### src/rtl/dlx_pkg.sv
// dlx_pkg: shared definitions for the DLX fetch path.
//   pc_cmd_t       - decoder Pc_cmd encodings (PC_SEQ, PC_REL, PC_REG)
//   PC_VAL_UNCOND  - Pc_val code for an unconditional relative branch
//   INSTR_BYTES    - size of one instruction word in bytes
//   fetch_state_t  - fetch FSM state encoding
package dlx_pkg;

    typedef enum logic [1:0] {
        PC_SEQ = 2'b00,
        PC_REL = 2'b10,
        PC_REG = 2'b11
    } pc_cmd_t;

    localparam logic [1:0]  PC_VAL_UNCOND = 2'b01;
    localparam logic [31:0] INSTR_BYTES   = 32'd4;

    typedef enum logic [2:0] {
        ST_FETCH  = 3'd0,
        ST_WAIT   = 3'd1,
        ST_DECODE = 3'd2,
        ST_EXEC   = 3'd3,
        ST_UPDATE = 3'd4,
        ST_HALT   = 3'd5
    } fetch_state_t;

endpackage

### src/rtl/next_pc_calc.sv
// next_pc_calc: combinational next-PC selection.
// Ports:
//   pc       in  32  current program counter
//   pc_cmd   in  2   decoder Pc_cmd
//   pc_val   in  2   decoder Pc_val (branch kind)
//   iv       in  32  signed byte offset (relative) from decoder
//   cond     in  1   ALU branch outcome, 1 = taken
//   rs1_val  in  32  jump-register target
//   next_pc  out 32  raw next PC (no alignment handling here)
// All additions are modulo 2^32, so negative offsets and PC wrap-around
// fall out of the plain 32-bit adder.
module next_pc_calc
    import dlx_pkg::*;
(
    input  logic [31:0] pc,
    input  logic [1:0]  pc_cmd,
    input  logic [1:0]  pc_val,
    input  logic [31:0] iv,
    input  logic        cond,
    input  logic [31:0] rs1_val,
    output logic [31:0] next_pc
);

    logic [31:0] seq_pc;

    assign seq_pc = pc + INSTR_BYTES;

    always_comb begin
        next_pc = seq_pc;
        case (pc_cmd)
            PC_REL: begin
                // Offset is relative to the following instruction.
                if (pc_val == PC_VAL_UNCOND || cond) begin
                    next_pc = seq_pc + iv;
                end
            end
            PC_REG:  next_pc = rs1_val;
            default: next_pc = seq_pc;
        endcase
    end

endmodule

### src/rtl/fetch_unit.sv
// fetch_unit: non-pipelined instruction fetch and PC sequencing.
// Optional feature macro: FETCH_ALIGN_CHECK_EN
//   defined   - a misaligned next PC sets sticky misalign and halts until reset
//   undefined - next PC low bits are cleared, misalign tied 0, no HALT state
// Ports:
//   clk, reset          clock, synchronous active-high reset
//   i_address/i_read_req/i_ready/i_data_in   instruction memory port
//   instr, ID           latched instruction word and its one-cycle decode strobe
//   pc_cmd/pc_val/iv/rs1_val/cond            next-PC controls, sampled in UPDATE
//   stall               holds the FSM in UPDATE
//   link_pc             PC+4 of the instruction being executed
//   misalign            sticky misaligned-target flag
//   state_dbg           current FSM state
// Memory handshake: i_read_req is raised on entry to WAIT and held with a
// stable i_address until the cycle i_ready is high; that cycle transfers
// i_data_in. i_ready in any other state has no effect.
module fetch_unit
    import dlx_pkg::*;
#(
    parameter logic [31:0] RESET_PC = 32'h0000_0000
) (
    input  logic         clk,
    input  logic         reset,
    output logic [31:0]  i_address,
    output logic         i_read_req,
    input  logic         i_ready,
    input  logic [31:0]  i_data_in,
    output logic [31:0]  instr,
    output logic         ID,
    input  logic [1:0]   pc_cmd,
    input  logic [1:0]   pc_val,
    input  logic [31:0]  iv,
    input  logic [31:0]  rs1_val,
    input  logic         cond,
    input  logic         stall,
    output logic [31:0]  link_pc,
    output logic         misalign,
    output fetch_state_t state_dbg
);

    fetch_state_t state_q, state_d;
    logic [31:0]  pc_q, pc_d;
    logic         req_q, req_d;
    logic         id_q, id_d;
    logic [31:0]  instr_q, instr_d;
    logic [31:0]  link_q, link_d;
    logic [31:0]  calc_pc;

    next_pc_calc u_next_pc_calc (
        .pc      (pc_q),
        .pc_cmd  (pc_cmd),
        .pc_val  (pc_val),
        .iv      (iv),
        .cond    (cond),
        .rs1_val (rs1_val),
        .next_pc (calc_pc)
    );

`ifdef FETCH_ALIGN_CHECK_EN
    logic misalign_q, misalign_d;
`endif

    always_comb begin
        state_d = state_q;
        pc_d    = pc_q;
        req_d   = req_q;
        id_d    = 1'b0;
        instr_d = instr_q;
        link_d  = link_q;
`ifdef FETCH_ALIGN_CHECK_EN
        misalign_d = misalign_q;
`endif
        case (state_q)
            ST_FETCH: begin
                req_d   = 1'b1;
                state_d = ST_WAIT;
            end
            ST_WAIT: begin
                if (i_ready) begin
                    req_d   = 1'b0;
                    instr_d = i_data_in;
                    link_d  = pc_q + INSTR_BYTES;
                    id_d    = 1'b1;
                    state_d = ST_DECODE;
                end
            end
            ST_DECODE: state_d = ST_EXEC;
            ST_EXEC:   state_d = ST_UPDATE;
            ST_UPDATE: begin
`ifdef FETCH_ALIGN_CHECK_EN
                // A bad target freezes the PC at the offending instruction.
                if (calc_pc[1:0] != 2'b00) begin
                    misalign_d = 1'b1;
                    state_d    = ST_HALT;
                end else if (!stall) begin
                    pc_d    = calc_pc;
                    state_d = ST_FETCH;
                end
`else
                if (!stall) begin
                    pc_d    = {calc_pc[31:2], 2'b00};
                    state_d = ST_FETCH;
                end
`endif
            end
`ifdef FETCH_ALIGN_CHECK_EN
            ST_HALT: state_d = ST_HALT;
`endif
            default: state_d = ST_FETCH;
        endcase
    end

    always_ff @(posedge clk) begin
        if (reset) begin
            state_q <= ST_FETCH;
            pc_q    <= RESET_PC;
            req_q   <= 1'b0;
            id_q    <= 1'b0;
            instr_q <= 32'h0;
            link_q  <= 32'h0;
`ifdef FETCH_ALIGN_CHECK_EN
            misalign_q <= 1'b0;
`endif
        end else begin
            state_q <= state_d;
            pc_q    <= pc_d;
            req_q   <= req_d;
            id_q    <= id_d;
            instr_q <= instr_d;
            link_q  <= link_d;
`ifdef FETCH_ALIGN_CHECK_EN
            misalign_q <= misalign_d;
`endif
        end
    end

    assign i_address  = pc_q;
    assign i_read_req = req_q;
    assign instr      = instr_q;
    assign ID         = id_q;
    assign link_pc    = link_q;
    assign state_dbg  = state_q;
`ifdef FETCH_ALIGN_CHECK_EN
    assign misalign   = misalign_q;
`else
    assign misalign   = 1'b0;
`endif

endmodule

### config.mk
export PLATFORM = sky130hd
export DESIGN_NAME = fetch_unit
export DESIGN_NICKNAME = d
export VERILOG_FILES = /design/src/rtl/dlx_pkg.sv /design/src/rtl/next_pc_calc.sv /design/src/rtl/fetch_unit.sv
export SDC_FILE = /design/constraint.sdc
export NUM_CORES = 1
export LEC_CHECK = 0
export BUFFER_PORTS_ARGS = -buffer_cell sky130_fd_sc_hd__buf_2
export CAP_MARGIN = 20
export CORE_MARGIN = 2
export CORE_UTILIZATION = 55
export CTS_CLUSTER_DIAMETER = 80
export CTS_CLUSTER_SIZE = 28
export DETAILED_ROUTE_END_ITERATION = 7
export PLACE_DENSITY = 0.85
export SLEW_MARGIN = 25
export SYNTH_ARGS = -nofsm -noshare
export SYNTH_HDL_FRONTEND = slang
export SYNTH_HIERARCHICAL = 1
export SYNTH_SLANG_ARGS = --single-unit
### constraint.sdc
create_clock -name clk -period 9.6 [get_ports clk]
set_input_delay 0.96 -clock clk [delete_from_list [all_inputs] [get_ports clk]]
set_output_delay 0.96 -clock clk [all_outputs]
set_load 0.01 [all_outputs]
# After elaboration in Yosys (flattened, before gate mapping)
# Index checks and enable logic that the tools add are counted.
# totals
regBits,99
input_bits,105
out_inout_bits,102
wordCells,35
# op_classes
n_addsub,2
n_eq_ne,9
n_mux,8
n_bitwise,2
n_reduce_logical,8
# op_table
operator,count
32-bit case mux with 2 select lines,1
"32-bit by 3-bit adder with 32-bit output, second input constant",1
32-bit adder,1
32-bit 2-to-1 mux,1
3-bit case mux with 5 select lines,1
2-bit AND reduction,4
"3-bit by 2-bit == test with 1-bit output, second input constant",2
3-bit 2-to-1 mux,2
"2-bit == test, second input constant",2
"2-bit inequality test, second input constant",2
"3-bit by 1-bit == test with 1-bit output, second input constant",1
"3-bit == test, second input constant",1
3-bit zero test,1
"2-bit by 1-bit == test with 1-bit output, second input constant",1
1-bit 2-to-1 mux,2
1-bit inverter,2
1-bit case mux with 2 select lines,1
2-bit nonzero test,1
2-bit OR reduction,1
1-bit logical OR,1

# Depth between registers and ports, before layout
# depth
ltp_word,4
mapped_depth,18
depth_no_buf,17

# Hierarchy
# Netlist, hierarchy kept.
# modules_own_cells
module,n_inst,cells_per_inst,area_each_um2
fetch_unit,1,487,3961.3
next_pc_calc,1,420,2875.3

# Worst setup path before layout
# OpenSTA, ideal clock, no wires.
# synth_path
path_kind,flip-flop to flip-flop
start,"register pc_q[2], in the netlist i_address[2]"
end,"register pc_q[30], in the netlist i_address[30]"
setup_ps,70
t_arrival_ps,3450
path_slack_ps,6080
stages_incl_launch_ff,19
period_less_slack_ps,3520
cell_sequence,dfxtp_1 ha_1 nand3_1 nor2_1 and3_1 buf_2 nand3_1 xnor2_1 ha_1 and3_1 a221o_1 a31oi_1 o21ai_0 nor3b_2 a21oi_1 xnor2_1 o21ai_0 nand2_1 a21oi_1
# synth_via
elab_chain_len,4
# synth_rtl
item,line_no,source
"start, declared",fetch_unit.sv:42,"logic [31:0] pc_q, pc_d;"
"start signal, assigned",fetch_unit.sv:126,pc_q <= pc_d;
32-bit by 3-bit adder with 32-bit output *,next_pc_calc.sv:26,assign seq_pc = pc + INSTR_BYTES;
32-bit adder,next_pc_calc.sv:34,next_pc = seq_pc + iv;
32-bit 2-to-1 mux,next_pc_calc.sv:33,if (pc_val == PC_VAL_UNCOND || cond) begin
32-bit case mux with 2 select lines *,next_pc_calc.sv:30,case (pc_cmd)
via calc_pc[30],fetch_unit.sv:47,logic [31:0] calc_pc;
# The timed path passes the listed nets; every way through them passes the cells marked *.
# A chain may end at the register's enable or synchronous reset.

# Worst setup path after layout
# Same ends and word-level chain as after synthesis.

==> results.yml <==
global_route:
  gr-total-overflow: 0
  wire_length_of_the_first_global_routing_pass_um: 30000
  initial_antenna_violation_count: 0
  grt_start_max_net_pins: 98
  number_of_global_route_vias_before_repair: 6192
  grtUsageTotal_pct: 28.0
timing:
  slew-limit-headroom_pct: 31.8
  finalClockSkew_ns: 0.00656
  finalHoldViolations: 0
  worst-slew-pin-transition_ns: 1.02
  timing.fmax_ghz: 0.228
  period_minus_slack_ns: 4.39
  finalMaxSlewViolations: 0
  setup_violating_endpoint_count_in_the_final_report: 0
  final.setup.tns_ns: 0
  post-route-period-util_pct: 45.7
  setup_repair_after_global_routing_missed_its_margin: "false"
routing:
  detail_route.iter0.violations: 520
  detail_route.wl_per_cell_um: 15.5
  drt_antenna_net_count: 0
  post-route-drc-count: 0
  drt-total-wl_um: 19200
  num_vias: 7037
  drtPass1Iterations: 5
  vias_per_cell: 5.68
cells_and_area:
  nNetsFinal: 1211
  layout-drive-gt1-share_pct: 22.5
  num_antenna_cells: 0
  n_fill_cell: 1080
  stdcell_count: 1238
  flow.area_growth_from_synthesis_pct: 18.5
place:
  numPlacedInstances: 1222
  place_congestion: 0.925
  buffer_ports.inserted: 199
  hpwl_um: 14600
clocking:
  cts.hold.buffers_added: 0
  num_cts_buffers: 9
  cts_setup_buffers: 0
  cts.repair.resized: 0
  cts_tree: "built"
  clock_tree.buffer_depth: 2
  cts_max_level: 3
  clk_pin_slew_ns: 0.07
  clock_latency_at_the_later_pin_of_the_worst_skew_pair_ns: 0.34
  cts.sinks: 97
  cts_root_buf: "sky130_fd_sc_hd__clkbuf_16"
die:
  dieWidth_um: 115
  die_height_um: 115
  ios: 207
  rows: 40
  placeable_area_mm2: 0.0121
  die_area_mm2: 0.0133
  initial_core_util_pct: 56.3
synthesis:
  synthesis.yosys.warnings: 6
  post_synth.cell_area_avg_um2: 7.56
  synth_area_mm2: 0.00680
  syn_inst: 899
hold_path:
  hold_wc_path_type: "reg -> reg"
  min-delay-start: "instr[23]"
  worst_hold_path.num_cells: 2
  hold-path-endpoint: "instr[23]"
worst_setup_path:
  cp-end-kind: "flop"
  critical_path_class: "reg -> reg"
  cp_data_arrival_time_ns: 4.64
  critPathRequiredTime_ns: 9.86
  crit-reg2reg-launch: "i_address[2]"
  r2r-end: "i_address[30]"
  maximum_fanout_encountered_on_the_critical_timing_path: 11
  timing.reg2reg.setup_slack_ns: 5.21
  reg2reg_depth: 17
  setup.worst_path.start_class: "flop"
pwr:
  p_leak_nw: 3.49
  pwr_density_cell_mw_per_mm2: 114
  vdd_ir_drop_max_v: 0.0000905
outcome:
  run_status: "completed"
flow_run:
  drv_cap: 0
routing by layer:
| layer | wire (um) | track usage (%) | share of wire, % | up-vias |
|---|---|---|---|---|
| li1 | - | - | - | 3499 |
| met1 | 8160 | 36.1 | 43 | 3214 |
| met2 | 9140 | 47.5 | 48 | 291 |
| met3 | 1450 | 5.17 | 7.6 | 33 |
| met4 | 416 | 8.84 | 2.2 | 0 |
| met5 | 0 | 0 | 0 | - |
stage by stage:
stage | area, um2 | util (%) | total power, mW | hold WS, ns | setup slack [ns]
floorplan | 6820 | - | 0.537 | 0.478 | 6.08
global placement | 7770 | 64.5 | 0.590 | 0.439 | 5.39
detailed placement | 7780 | 64.5 | 0.593 | 0.443 | 5.40
CTS | 8060 | 66.8 | 0.924 | 0.452 | 5.34
global route | 8060 | 66.8 | 0.965 | 0.468 | 4.96
finish | 8060 | 66.8 | 0.919 | 0.450 | 5.21
layout make-up:
type	count	area [um2]	share of cell area [%]
flip-flops and latches	97	1940	24.1
clock inverters	7	51.3	0.637
clock buffers	9	225	2.80
inverters	17	63.8	0.792
multi-input cells	736	4530	56.2
repair buffers	204	1030	12.8
well taps	168	210	2.61
cell usage in the layout (no fill, tap or decap), types with 9 or more instances in the layout:
master and count:
sky130_fd_sc_hd__nor3_1 13, sky130_fd_sc_hd__nor2_1 62, sky130_fd_sc_hd__o21ai_0 23, sky130_fd_sc_hd__a21oi_1 109, sky130_fd_sc_hd__ha_1 40, sky130_fd_sc_hd__nand3_1 27
sky130_fd_sc_hd__xor2_1 29, sky130_fd_sc_hd__xnor2_1 55, sky130_fd_sc_hd__a211oi_1 29, sky130_fd_sc_hd__nand4_1 17, sky130_fd_sc_hd__inv_1 16, sky130_fd_sc_hd__a21o_1 16
sky130_fd_sc_hd__and3_1 16, sky130_fd_sc_hd__buf_2 199, sky130_fd_sc_hd__nand2_1 176, sky130_fd_sc_hd__clkbuf_16 9, sky130_fd_sc_hd__o22ai_1 18, sky130_fd_sc_hd__dfxtp_1 97
where the power goes:
group / internal [mW] / switching, mW / total [mW]
sequential: 0.420 / 0.00996 / 0.430
clock: 0.177 / 0.156 / 0.333
combinational: 0.0640 / 0.0922 / 0.156
total: 0.661 / 0.258 / 0.919
state kept, by name, summed over array words and instances (netlist names):
| signal | cells |
|---|---|
| ID | 1 |
| i_address | 30 |
| i_read_req | 1 |
| instr | 32 |
| link_pc | 30 |
| state_dbg | 3 |
worst max path at each step:
stage | slack (ns) | from | cells past startpoint | to
global placement | 5.39 | i_address[2] | 17 | i_address[30]
CTS | 5.34 | i_address[2] | 17 | i_address[30]
floorplan | 6.08 | i_address[2] | 18 | i_address[30]
detailed placement | 5.40 | i_address[2] | 17 | i_address[30]
global route | 4.96 | i_address[2] | 17 | i_address[30]
finish | 5.21 | i_address[2] | 17 | i_address[30]
critical path, stage by stage, from the launching register on:
cell and delay, ns:
sky130_fd_sc_hd__dfxtp_1 0.56, sky130_fd_sc_hd__ha_1 0.27, sky130_fd_sc_hd__nand3_1 0.13, sky130_fd_sc_hd__nor2_1 0.31
sky130_fd_sc_hd__and3_1 0.42, sky130_fd_sc_hd__nand4_1 0.16, sky130_fd_sc_hd__xnor2_1 0.39, sky130_fd_sc_hd__ha_1 0.26
sky130_fd_sc_hd__nand2_1 0.13, sky130_fd_sc_hd__nor3_1 0.28, sky130_fd_sc_hd__and3_1 0.25, sky130_fd_sc_hd__o311ai_0 0.25
sky130_fd_sc_hd__nor3b_2 0.26, sky130_fd_sc_hd__a21oi_1 0.18, sky130_fd_sc_hd__xnor2_1 0.08, sky130_fd_sc_hd__o21ai_0 0.14
sky130_fd_sc_hd__nand2_1 0.08, sky130_fd_sc_hd__a21oi_1 0.15
No activity file was read; power rests on OpenSTA's default activity.
